[config.mk]
export PLATFORM = sky130hd
export DESIGN_NAME = ping_pong_monitor
export DESIGN_NICKNAME = d
export VERILOG_FILES = /design/src/rtl/ppm_pkg.sv /design/src/rtl/ppm_next_calc.sv /design/src/rtl/ping_pong_monitor.sv
export SDC_FILE = /design/constraint.sdc
export NUM_CORES = 1
export LEC_CHECK = 0
export ABC_AREA = 1
export BUFFER_PORTS_ARGS = -buffer_cell sky130_fd_sc_hd__buf_2
export CELL_PAD_IN_SITES_DETAIL_PLACEMENT = 1
export CELL_PAD_IN_SITES_GLOBAL_PLACEMENT = 1
export CORE_MARGIN = 4
export CORE_UTILIZATION = 36
export CTS_CLUSTER_SIZE = 28
export DETAILED_ROUTE_END_ITERATION = 8
export PLACE_DENSITY = 0.86
export SLEW_MARGIN = 40
export SYNTH_ARGS = -nofsm -noshare
export SYNTH_HDL_FRONTEND = slang
export SYNTH_HIERARCHICAL = 1
export SYNTH_SLANG_ARGS = --single-unit
[constraint.sdc]
create_clock -name count_clk -period 2.35 [get_ports count_clk]
set_clock_uncertainty 0.2 [all_clocks]
set_input_delay 0.235 -clock count_clk [delete_from_list [all_inputs] [get_ports count_clk]]
set_output_delay 0.235 -clock count_clk [all_outputs]
set_load 0.01 [all_outputs]
[src/rtl/ppm_pkg.sv]
`default_nettype none
// ============================================================================
// Module      : ppm_pkg
// Description : Shared types and constants for the ping-pong counter monitor.
//               Monitor state encoding, first-error codes and the event
//               classes a checked transition can fall into.
// Revision    : 1.0 - initial release
// ============================================================================
package ppm_pkg;

    typedef enum logic [1:0] {
        S_INIT  = 2'd0,     // no previous sample held
        S_TRACK = 2'd1,     // checking every transition
        S_ERR   = 2'd2      // error latched, counts frozen
    } ppm_state_t;

    localparam logic [1:0] ERR_NONE  = 2'b00;
    localparam logic [1:0] ERR_STEP  = 2'b01;
    localparam logic [1:0] ERR_RANGE = 2'b10;
    localparam logic [1:0] ERR_DIR   = 2'b11;

    typedef enum logic [2:0] {
        EV_NONE   = 3'd0,
        EV_STEP   = 3'd1,
        EV_BOUNCE = 3'd2,
        EV_FLIP   = 3'd3,
        EV_HOLD   = 3'd4
    } ppm_event_t;

endpackage
`default_nettype wire

[src/rtl/ppm_next_calc.sv]
`default_nettype none
// ============================================================================
// Module      : ppm_next_calc
// Description : Combinational successor calculator. From the previous sample
//               (value p, direction d) and the controls in effect it gives the
//               normal next value/direction, the flip next value/direction and
//               the hold / at-bound / strictly-inside flags.
// Ports       : i_prev_out, i_prev_dir, i_prev_en, i_prev_max, i_prev_min in;
//               o_nrm_val/o_nrm_dir, o_flip_val/o_flip_dir, o_hold,
//               o_at_bound, o_inside out.
// Revision    : 1.0 - initial release
// ============================================================================
module ppm_next_calc
    import ppm_pkg::*;
#(
    parameter int WIDTH = 4
) (
    input  logic [WIDTH-1:0] i_prev_out,
    input  logic             i_prev_dir,
    input  logic             i_prev_en,
    input  logic [WIDTH-1:0] i_prev_max,
    input  logic [WIDTH-1:0] i_prev_min,
    output logic [WIDTH:0]   o_nrm_val,
    output logic             o_nrm_dir,
    output logic [WIDTH:0]   o_flip_val,
    output logic             o_flip_dir,
    output logic             o_hold,
    output logic             o_at_bound,
    output logic             o_inside
);

    localparam logic [WIDTH:0] c_one = (WIDTH+1)'(1);

    // One extra bit so p+1 never wraps to 0; p-1 from 0 lands on a value
    // with the top bit set, which can never equal a zero-extended sample.
    logic [WIDTH:0] w_p;
    logic [WIDTH:0] w_inc;
    logic [WIDTH:0] w_dec;

    assign w_p   = {1'b0, i_prev_out};
    assign w_inc = w_p + c_one;
    assign w_dec = w_p - c_one;

    assign o_hold   = !i_prev_en || (i_prev_max <= i_prev_min) ||
                      (i_prev_out < i_prev_min) || (i_prev_out > i_prev_max);
    assign o_inside = (i_prev_out > i_prev_min) && (i_prev_out < i_prev_max);
    assign o_at_bound = i_prev_dir ? (i_prev_out >= i_prev_max)
                                   : (i_prev_out <= i_prev_min);

    always_comb begin
        o_nrm_val = w_inc;
        o_nrm_dir = 1'b1;
        if (i_prev_dir) begin
            o_nrm_val = o_at_bound ? w_dec : w_inc;
            o_nrm_dir = !o_at_bound;
        end else begin
            o_nrm_val = o_at_bound ? w_inc : w_dec;
            o_nrm_dir = o_at_bound;
        end
    end

    // A flip reverses direction and moves one step the new way.
    assign o_flip_val = i_prev_dir ? w_dec : w_inc;
    assign o_flip_dir = !i_prev_dir;

endmodule
`default_nettype wire

[src/rtl/ping_pong_monitor.sv]
`default_nettype none
// ============================================================================
// Module      : ping_pong_monitor
// Description : Passive checker on a ping-pong counter output. Each count_clk
//               edge the current out/direction is checked against the previous
//               sample and the previous controls, classified as step, bounce,
//               flip or hold, and any illegal transition latches a sticky
//               first-error code.
// Ports       : count_clk, filtered_rst (async, active-high), ctr_rst_n,
//               enable, max, min, out, direction in;
//               synced, step_p, bounce_p, flip_p, hold_p, bounce_cnt,
//               flip_cnt, err, err_code out.
// Config      : PPM_EVENT_CNT_EN - when defined, bounce_cnt/flip_cnt are
//               saturating counters; otherwise both are tied to 0.
// Revision    : 1.0 - initial release
// ============================================================================
module ping_pong_monitor
    import ppm_pkg::*;
#(
    parameter int WIDTH = 4,
    parameter int CNT_W = 8
) (
    input  logic             count_clk,
    input  logic             filtered_rst,
    input  logic             ctr_rst_n,
    input  logic             enable,
    input  logic [WIDTH-1:0] max,
    input  logic [WIDTH-1:0] min,
    input  logic [WIDTH-1:0] out,
    input  logic             direction,
    output logic             synced,
    output logic             step_p,
    output logic             bounce_p,
    output logic             flip_p,
    output logic             hold_p,
    output logic [CNT_W-1:0] bounce_cnt,
    output logic [CNT_W-1:0] flip_cnt,
    output logic             err,
    output logic [1:0]       err_code
);

    ppm_state_t       r_state;
    ppm_state_t       w_next_state;
    ppm_event_t       w_event;
    logic [1:0]       w_err_code_new;
    logic             w_err_hit;

    logic [WIDTH-1:0] r_prev_out;
    logic             r_prev_dir;
    logic             r_prev_en;
    logic [WIDTH-1:0] r_prev_max;
    logic [WIDTH-1:0] r_prev_min;

    logic [WIDTH:0]   w_nrm_val;
    logic             w_nrm_dir;
    logic [WIDTH:0]   w_flip_val;
    logic             w_flip_dir;
    logic             w_hold;
    logic             w_at_bound;
    logic             w_inside;
    logic [WIDTH:0]   w_out_ext;

    logic             r_synced;
    logic             r_step_p;
    logic             r_bounce_p;
    logic             r_flip_p;
    logic             r_hold_p;
    logic             r_err;
    logic [1:0]       r_err_code;

    assign w_out_ext = {1'b0, out};

    ppm_next_calc #(
        .WIDTH (WIDTH)
    ) u_next_calc (
        .i_prev_out (r_prev_out),
        .i_prev_dir (r_prev_dir),
        .i_prev_en  (r_prev_en),
        .i_prev_max (r_prev_max),
        .i_prev_min (r_prev_min),
        .o_nrm_val  (w_nrm_val),
        .o_nrm_dir  (w_nrm_dir),
        .o_flip_val (w_flip_val),
        .o_flip_dir (w_flip_dir),
        .o_hold     (w_hold),
        .o_at_bound (w_at_bound),
        .o_inside   (w_inside)
    );

    // ---------------- state register ----------------
    always_ff @(posedge count_clk or posedge filtered_rst) begin
        if (filtered_rst) begin
            r_state <= S_INIT;
        end else begin
            r_state <= w_next_state;
        end
    end

    // ---------------- next-state logic ----------------
    always_comb begin
        w_next_state = r_state;
        if (!ctr_rst_n) begin
            w_next_state = S_INIT;
        end else begin
            case (r_state)
                S_INIT:  w_next_state = S_TRACK;
                S_TRACK: w_next_state = w_err_hit ? S_ERR : S_TRACK;
                S_ERR:   w_next_state = S_ERR;
                default: w_next_state = S_INIT;
            endcase
        end
    end

    // ---------------- output / classification logic ----------------
    // Only a tracking edge with the counter out of reset is classified, so a
    // re-sync edge never reports an event or latches an error.
    always_comb begin
        w_event        = EV_NONE;
        w_err_code_new = ERR_NONE;
        if (ctr_rst_n && (r_state == S_TRACK)) begin
            if (w_hold) begin
                if ((out == r_prev_out) && (direction == r_prev_dir)) begin
                    w_event = EV_HOLD;
                end else begin
                    w_err_code_new = ERR_STEP;
                end
            end else if ((out < r_prev_min) || (out > r_prev_max)) begin
                w_err_code_new = ERR_RANGE;
            end else if ((w_out_ext == w_nrm_val) && (direction == w_nrm_dir)) begin
                // A flip at a bound produces the same value as a bounce.
                w_event = w_at_bound ? EV_BOUNCE : EV_STEP;
            end else if (w_inside && (w_out_ext == w_flip_val) &&
                         (direction == w_flip_dir)) begin
                w_event = EV_FLIP;
            end else if ((w_out_ext == w_nrm_val) ||
                         (w_inside && (w_out_ext == w_flip_val))) begin
                w_err_code_new = ERR_DIR;
            end else begin
                w_err_code_new = ERR_STEP;
            end
        end
    end

    assign w_err_hit = (w_err_code_new != ERR_NONE);

    // ---------------- previous-sample capture ----------------
    always_ff @(posedge count_clk or posedge filtered_rst) begin
        if (filtered_rst) begin
            r_prev_out <= '0;
            r_prev_dir <= 1'b0;
            r_prev_en  <= 1'b0;
            r_prev_max <= '0;
            r_prev_min <= '0;
        end else if (ctr_rst_n && (r_state != S_ERR)) begin
            r_prev_out <= out;
            r_prev_dir <= direction;
            r_prev_en  <= enable;
            r_prev_max <= max;
            r_prev_min <= min;
        end
    end

    // ---------------- registered outputs ----------------
    always_ff @(posedge count_clk or posedge filtered_rst) begin
        if (filtered_rst) begin
            r_synced   <= 1'b0;
            r_step_p   <= 1'b0;
            r_bounce_p <= 1'b0;
            r_flip_p   <= 1'b0;
            r_hold_p   <= 1'b0;
            r_err      <= 1'b0;
            r_err_code <= ERR_NONE;
        end else begin
            r_step_p   <= (w_event == EV_STEP);
            r_bounce_p <= (w_event == EV_BOUNCE);
            r_flip_p   <= (w_event == EV_FLIP);
            r_hold_p   <= (w_event == EV_HOLD);
            if (!ctr_rst_n) begin
                r_synced   <= 1'b0;
                r_err      <= 1'b0;
                r_err_code <= ERR_NONE;
            end else begin
                r_synced <= (r_state != S_INIT);
                // Errors are only raised while tracking, and tracking ends on
                // the first one, so this always records the first error.
                if (w_err_hit) begin
                    r_err      <= 1'b1;
                    r_err_code <= w_err_code_new;
                end
            end
        end
    end

    assign synced   = r_synced;
    assign step_p   = r_step_p;
    assign bounce_p = r_bounce_p;
    assign flip_p   = r_flip_p;
    assign hold_p   = r_hold_p;
    assign err      = r_err;
    assign err_code = r_err_code;

    // ---------------- optional event counters ----------------
`ifdef PPM_EVENT_CNT_EN
    localparam logic [CNT_W-1:0] c_cnt_one = CNT_W'(1);

    logic [CNT_W-1:0] r_bounce_cnt;
    logic [CNT_W-1:0] r_flip_cnt;

    always_ff @(posedge count_clk or posedge filtered_rst) begin
        if (filtered_rst) begin
            r_bounce_cnt <= '0;
            r_flip_cnt   <= '0;
        end else begin
            if ((w_event == EV_BOUNCE) && (r_bounce_cnt != '1)) begin
                r_bounce_cnt <= r_bounce_cnt + c_cnt_one;
            end
            if ((w_event == EV_FLIP) && (r_flip_cnt != '1)) begin
                r_flip_cnt <= r_flip_cnt + c_cnt_one;
            end
        end
    end

    assign bounce_cnt = r_bounce_cnt;
    assign flip_cnt   = r_flip_cnt;
`else
    assign bounce_cnt = '0;
    assign flip_cnt   = '0;
`endif

endmodule
`default_nettype wire

Word level (Yosys, flattened, before mapping)
Index checks and enable logic that the tools add are counted.

Register bits: 24. Bits of input ports: 17. Output and inout bits: 24. Word-level logic and storage cells: 84.

Add/sub/neg operators: 2. Magnitude comparators: 9. Equal/unequal tests: 14. Muxes and demuxes: 28. Reduce and logical (&&, ||, !) cells: 18.

Operator list (number): two-way mux 2 bit (14); two-way mux 5 bit (4); > comparator 4 bit (3); less-than comparator 4 bit (3); equality test 4 x 5 -> 1 bit (2); two-way mux 3 bit (3); less-or-equal comparator 4 bit (2); logical AND 1 bit (7); equality test 3 x 2 -> 1 bit (second input constant) (2); two-way mux 1 bit (6); case mux 2 bit (3 select lines) (1); adder 4 x 1 -> 5 bit (second input constant) (1); logical OR 1 bit (5); subtractor 4 x 1 -> 5 bit (second input constant) (1); equality test 4 bit (1); greater-or-equal comparator 4 bit (1); nonzero test 2 bit (2); equality test 1 bit (3); equality test 3 x 1 -> 1 bit (second input constant) (1); equality test 3 bit (second input constant) (1); zero test 1 bit (3); equality test 2 x 1 -> 1 bit (second input constant) (1); equality test 2 bit (second input constant) (1); zero test 2 bit (1); 2 further kinds (2).

Logic depth before layout (Yosys ltp)
Word-level depth: 16. Depth in mapped cells: 24. Gate-level depth less buffers: 24.

Cells and area by module
Netlist, hierarchy kept.

By module, submodules not included: ping_pong_monitor (instances 1, cells an instance 188, area each 1536.5 µm², seq. area each 600.6 µm²); ppm_next_calc (instances 1, cells an instance 96, area each 583.1 µm², seq. area each 0.0 µm²).

Worst setup path before layout
OpenSTA, ideal clock, no wires.

Path type: reg-to-reg. From: reg r_prev_out[2]. To: reg r_bounce_p, in the netlist bounce_p. Setup time: 120 ps. Arrival: 2163 ps. Data required time: 2030 ps. Slack: -133 ps. Stages on the path, launching flop included: 17. Buffers on the path: 0. Cells stage by stage: dfrtp_1 ha_1 nand2_1 inv_1 a21oi_2 nand2_4 nand2_1 nand2_1 nand2_1 inv_1 nand2_1 nand2_1 nor2_2 nand4_2 or2_1 nand2_1 nor3b_2.

Longest elaborated chain between the ends: 11. Elaborated cells between the ends (all ways): 34. Those cells by class: 2 x add/sub; 6 x order compare; 5 x eq/ne; 13 x mux; 8 x reduce/logical.

Ends and longest elaborated chain: from (decl) (RTL line ping_pong_monitor.sv:48) `logic [WIDTH-1:0] r_prev_out;`; from (signal assigned) (RTL line ping_pong_monitor.sv:155) `r_prev_out <= out;`; less-or-equal comparator 4 bit or greater-or-equal comparator 4 bit (tied branches) (RTL line ppm_next_calc.sv:48, ppm_next_calc.sv:47); two-way mux 1 bit (*) (RTL line ppm_next_calc.sv:47) `assign o_at_bound = i_prev_dir ? (i_prev_out >= i_prev_max)`; two-way mux 5 bit, on equally long branches (RTL line ppm_next_calc.sv:57, ppm_next_calc.sv:54); two-way mux 5 bit (*) (RTL line ppm_next_calc.sv:53) `if (i_prev_dir) begin`; named net w_nrm_val[1] (RTL line ping_pong_monitor.sv:54) `logic [WIDTH:0] w_nrm_val;`; equality test 4 x 5 -> 1 bit (*) (RTL line ping_pong_monitor.sv:129) `end else if ((w_out_ext == w_nrm_val) && (direction == w_nrm_dir)) begin`; logical AND 1 bit (*) (RTL line ping_pong_monitor.sv:129); two-way mux 2 bit (*) (RTL line ping_pong_monitor.sv:129); two-way mux 2 bit (*) (RTL line ping_pong_monitor.sv:127) `end else if ((out < r_prev_min) || (out > r_prev_max)) begin`; two-way mux 3 bit (*) (RTL line ping_pong_monitor.sv:121) `if (w_hold) begin`; two-way mux 3 bit (*) (RTL line ping_pong_monitor.sv:120) `if (ctr_rst_n && (r_state == S_TRACK)) begin`; equality test 3 x 2 -> 1 bit (*) (RTL line ping_pong_monitor.sv:175) `r_bounce_p <= (w_event == EV_BOUNCE);`; to (signal assigned) (RTL line ping_pong_monitor.sv:175); to (decl) (RTL line ping_pong_monitor.sv:65) `logic r_bounce_p;`.

The timed path passes the listed nets; every way through them passes the cells marked *. A chain may end at the register's enable or synchronous reset.

Worst setup path in the final report
From: reg r_prev_out[1]. To: reg r_err, in the netlist err.

Elaborated cells between the ends (all ways): 36. Those cells by class: 2 x add/sub; 6 x order compare; 5 x eq/ne; 13 x mux; 10 x reduce/logical.

RTL lines: less-or-equal comparator 4 bit or greater-or-equal comparator 4 bit (tied branches) (RTL line ppm_next_calc.sv:48, ppm_next_calc.sv:47); two-way mux 1 bit (*) (RTL line ppm_next_calc.sv:47); zero test 1 bit (RTL line ppm_next_calc.sv:55) `o_nrm_dir = !o_at_bound;`; two-way mux 1 bit (*) (RTL line ppm_next_calc.sv:53); named net w_nrm_dir (RTL line ping_pong_monitor.sv:55) `logic w_nrm_dir;`; equality test 1 bit (*) (RTL line ping_pong_monitor.sv:129); logical AND 1 bit (*) (RTL line ping_pong_monitor.sv:129); two-way mux 2 bit (*) (RTL line ping_pong_monitor.sv:129); two-way mux 2 bit (*) (RTL line ping_pong_monitor.sv:127); two-way mux 2 bit (*) (RTL line ping_pong_monitor.sv:121); two-way mux 2 bit (*) (RTL line ping_pong_monitor.sv:120); nonzero test 2 bit (*) (RTL line ping_pong_monitor.sv:144) `assign w_err_hit = (w_err_code_new != ERR_NONE);`; inequality test 2 x 1 -> 1 bit (no line) (*); to (signal assigned) (RTL line ping_pong_monitor.sv:171) `r_err <= 1'b0;`; to (signal assigned) (RTL line ping_pong_monitor.sv:180) `r_err <= 1'b0;`; to (signal assigned) (RTL line ping_pong_monitor.sv:187) `r_err <= 1'b1;`; to (decl) (RTL line ping_pong_monitor.sv:68) `logic r_err;`.

Marks and branches as above.

==> flow_metrics.env <==
export IMPL_synth_yosys_warnings=6
export IMPL_synth_area_sq_um=2120
export IMPL_grt_setup_unrepaired="yes"
export IMPL_final_layout_size_suffix_gt1_share_pct=38.82
export IMPL_status="complete, but fails checks"
export IMPL_fp_row_count=27
export IMPL_hold_end="r_prev_max[3]"
export IMPL_cell_internal_pwr_mw=1.473
export IMPL_reg2reg_to="err"
export IMPL_stdcell_area_sq_um=2775
export IMPL_dp_hpwl_um=5004
export IMPL_drt_iter0_markers=63
export IMPL_setup_viol=9
export IMPL_hp_class="in -> reg"
export IMPL_drv_slew=0
export IMPL_pwr_share_comb_pct=70.0
export IMPL_power_density_nw_per_um2=1039
export IMPL_timing_final_ws_setup_ns=-0.3151
export IMPL_dieArea_sq_um=7179
export IMPL_grt_pass1_vias=2264
export IMPL_synth_ff_type="dfrtp_1"
export IMPL_cts_root_buf="clkbuf_8"
export IMPL_fp_dieW_um=84.73
export IMPL_timing_rr_start="r_prev_out[1]"
export IMPL_placed_area_sq_um=2435
export IMPL_swShare_pct=48.89
export IMPL_power_leakage_nw=1.515
export IMPL_timing_final_crit_period_ns=2.665
export IMPL_grt_usage_pct=18.58
export IMPL_cts_buffers_inserted=3
export IMPL_wl_um=7023
export IMPL_final_util_pct=49.49
export IMPL_antenna_left=0
export IMPL_synth_seq_area_share_pct=28.34
export IMPL_worstSetupPathType="reg -> reg"
export IMPL_area_growth_pct=30.93
export IMPL_h_tree_depth=1
export IMPL_clkLatencyLatePin_ns=0.27
export IMPL_rr_worst_depth=16
export IMPL_p_clk_share_pct=9.0
export IMPL_cp_cell_sequence="ha_4, inv_2, o21bai_4, a21oi_4, nand2_4, nand2_4, buf_4, buf_4, xnor2_1, nand4_2, nand2_2, o21bai_4, nand2_4, nand2_2, inv_2, nand2_1"
export IMPL_slowest_delay_ns=0.47
export IMPL_cts_reportedPaths_clkPinSlew_ns=0.09
export IMPL_ir_drop_v=0.0004475
export IMPL_yosysUniqueCellTypes=39
export IMPL_required_ns=2.31
export IMPL_n_antenna_cell=0
export IMPL_multi_input_area_sq_um=1463
export IMPL_p_switching_mw=1.409
export IMPL_gp_congestion=0.9276
export IMPL_cp_end_kind="flip-flop"
export IMPL_syn_area_per_cell_sq_um=7.463
export IMPL_netlist_instances=284
export IMPL_dr_pass1_iters=4
export IMPL_stdcell_count=412
export IMPL_post_drt_wl_per_cell_um=17.05
export IMPL_async_flop_share_pct=100.0
export IMPL_die_h_um=84.73
export IMPL_clk_path_buf_depth=2
export IMPL_core_sq_um=5608
export IMPL_vias_per_cell=5.024
export IMPL_start_util_pct=37.80
export IMPL_worstSetupStartpointType="flip-flop"
export IMPL_hold_start="max[3]"
export IMPL_cts_tree="yes"
export IMPL_ff_latch_area_sq_um=604.3
export IMPL_dp_cells=397
export IMPL_tightest_slew_ns=0.6120
export IMPL_io_buffers=24
export IMPL_cpMaxStageDelayCell="dfrtp_2"
export IMPL_clkSinkCount=24
export IMPL_timing_slew_headroom_pct=59.16
export IMPL_cp_arrival_ns=2.63
export IMPL_whs_ns=0.008548
export IMPL_holdPathStages=3
export IMPL_synth_edff_count=0
export IMPL_finalHoldViolCount=0
export IMPL_critPathMaxFanout=6
export IMPL_p_seq_share_pct=21.0
export IMPL_vias=2070
export IMPL_fillers=726
export IMPL_drc=0
export IMPL_grt_max_degree=17
export IMPL_fmax_ghz=0.3752
export IMPL_reg2reg_setup_slack_ns=-0.32
export IMPL_grt_pass1_wl_um=10800
export IMPL_ios=41
export IMPL_nets=379
export IMPL_maxCapViolCount=0
export IMPL_failed_checks="setup timing"
export IMPL_antenna_found_initial=0
export IMPL_ys_ff_latch=24
export IMPL_cpMostUsedCell="nand2_4"
export IMPL_gr_total_overflow=0
export IMPL_period_share_pct=113.4
-- worst max-delay path by stage --
| stage | startpoint | endpoint | slack (ns) | depth (start not counted) |
|---|---|---|---|---|
| floorplan | r_prev_out[3] | bounce_p | -0.07 | 15 |
| global placement | r_prev_out[1] | r_state[1] | -0.21 | 21 |
| detailed placement | r_prev_out[1] | err | -0.37 | 21 |
| CTS | r_prev_out[2] | r_state[1] | -0.24 | 19 |
| global route | r_prev_out[1] | err | -0.46 | 19 |
| finish | r_prev_out[1] | err | -0.32 | 16 |
-- critical path, delay by kind of cell (launching register included) --
family	cells	cell delay [ns]
compound gates	3	0.32
flops	1	0.47
simple gates	7	0.72
fa+ha+maj	1	0.29
buf+inv	4	0.39
xor+xnor	1	0.16
-- kinds of logic after synthesis --
logic type | count (synthesis) | share of synthesized area, %
compound gates | 29 | 8.796
xor+xnor | 10 | 4.133
mux | 4 | 2.125
other cells | 1 | 0.1769
buf+inv | 71 | 15.64
simple gates | 124 | 28.39
flops | 24 | 28.34
fa+ha+maj | 21 | 12.40
-- state kept, by name, summed over array words and instances (netlist names) --
name,cells
r_prev_out,4
flip_p,1
r_prev_en,1
r_state,2
bounce_p,1
r_prev_dir,1
r_prev_max,4
err_code,2
synced,1
err,1
r_prev_min,4
hold_p,1
step_p,1
-- cell usage in the layout, fill, tap and decap left out, drive strengths merged, types with 5 or more instances in the layout --
master / n
nor2: 18
ha: 21
nand3: 18
conb: 16
nor3: 5
xor2: 8
o21ai: 10
buf: 53
a21oi: 12
dfrtp: 24
nand4: 5
inv: 52
nand2: 73
-- cell type report --
cell class	instances	share of cell area, %
inverters	52	7.124
clock buffers	4	1.623
well taps	72	3.246
repair buffers	56	13.53
multi-input cells	204	52.71
flip-flops and latches	24	21.78
-- power by group through the flow --
stage               logic, mW  clock network [mW]  registers [mW]
floorplan                1.03                   0           0.610
global placement         1.45                   0           0.583
detailed placement       1.55                   0           0.592
CTS                      1.76               0.275           0.601
global route             2.22               0.286           0.618
finish                   2.02               0.260           0.605
-- metrics by stage --
stage,power [mW],setup WS (ns),setup TNS [ns]
2_1_floorplan,1.640,-0.06739,-0.2732
3_3_place_gp,2.032,-0.2094,-1.463
3_5_place_dp,2.137,-0.3724,-2.835
4_1_cts,2.634,-0.2434,-1.615
5_1_grt,3.126,-0.4576,-3.477
6_report,2.882,-0.3151,-2.270
-- cell usage after synthesis (all sizes together) (2+ instances only) --
library cell | count | share of area [%]
nand2 | 73 | 14
a21oi | 12 | 3.0
dfrtp | 24 | 28
nor3 | 5 | 2.1
xor2 | 8 | 3.3
o21ai | 10 | 2.5
ha | 21 | 12
nand4 | 5 | 1.8
buf | 18 | 6.3
xnor2 | 2 | 0.83
nor2 | 18 | 3.5
o21bai | 2 | 0.89
mux2 | 4 | 2.1
nand3 | 18 | 4.7
inv | 52 | 9.2
-- per-layer routing --
metal  wire, um  up-vias  GRT usage (%)
li1           -      978              -
met1       2727     1012          21.10
met2       3733       56          35.44
met3        284       24          2.944
met4        278        0          5.180
met5          0        -              0
-- timing repair --
item                       4_1_cts  5_1_grt
hold buffers                     2        1
pin swaps                       23       22
gates cloned                     0        0
setup endpoints to repair        9        9
hold endpoints to repair        15        1
gates resized for setup         35       15
setup buffers                    3        5
No activity file was read; power rests on OpenSTA's default activity.
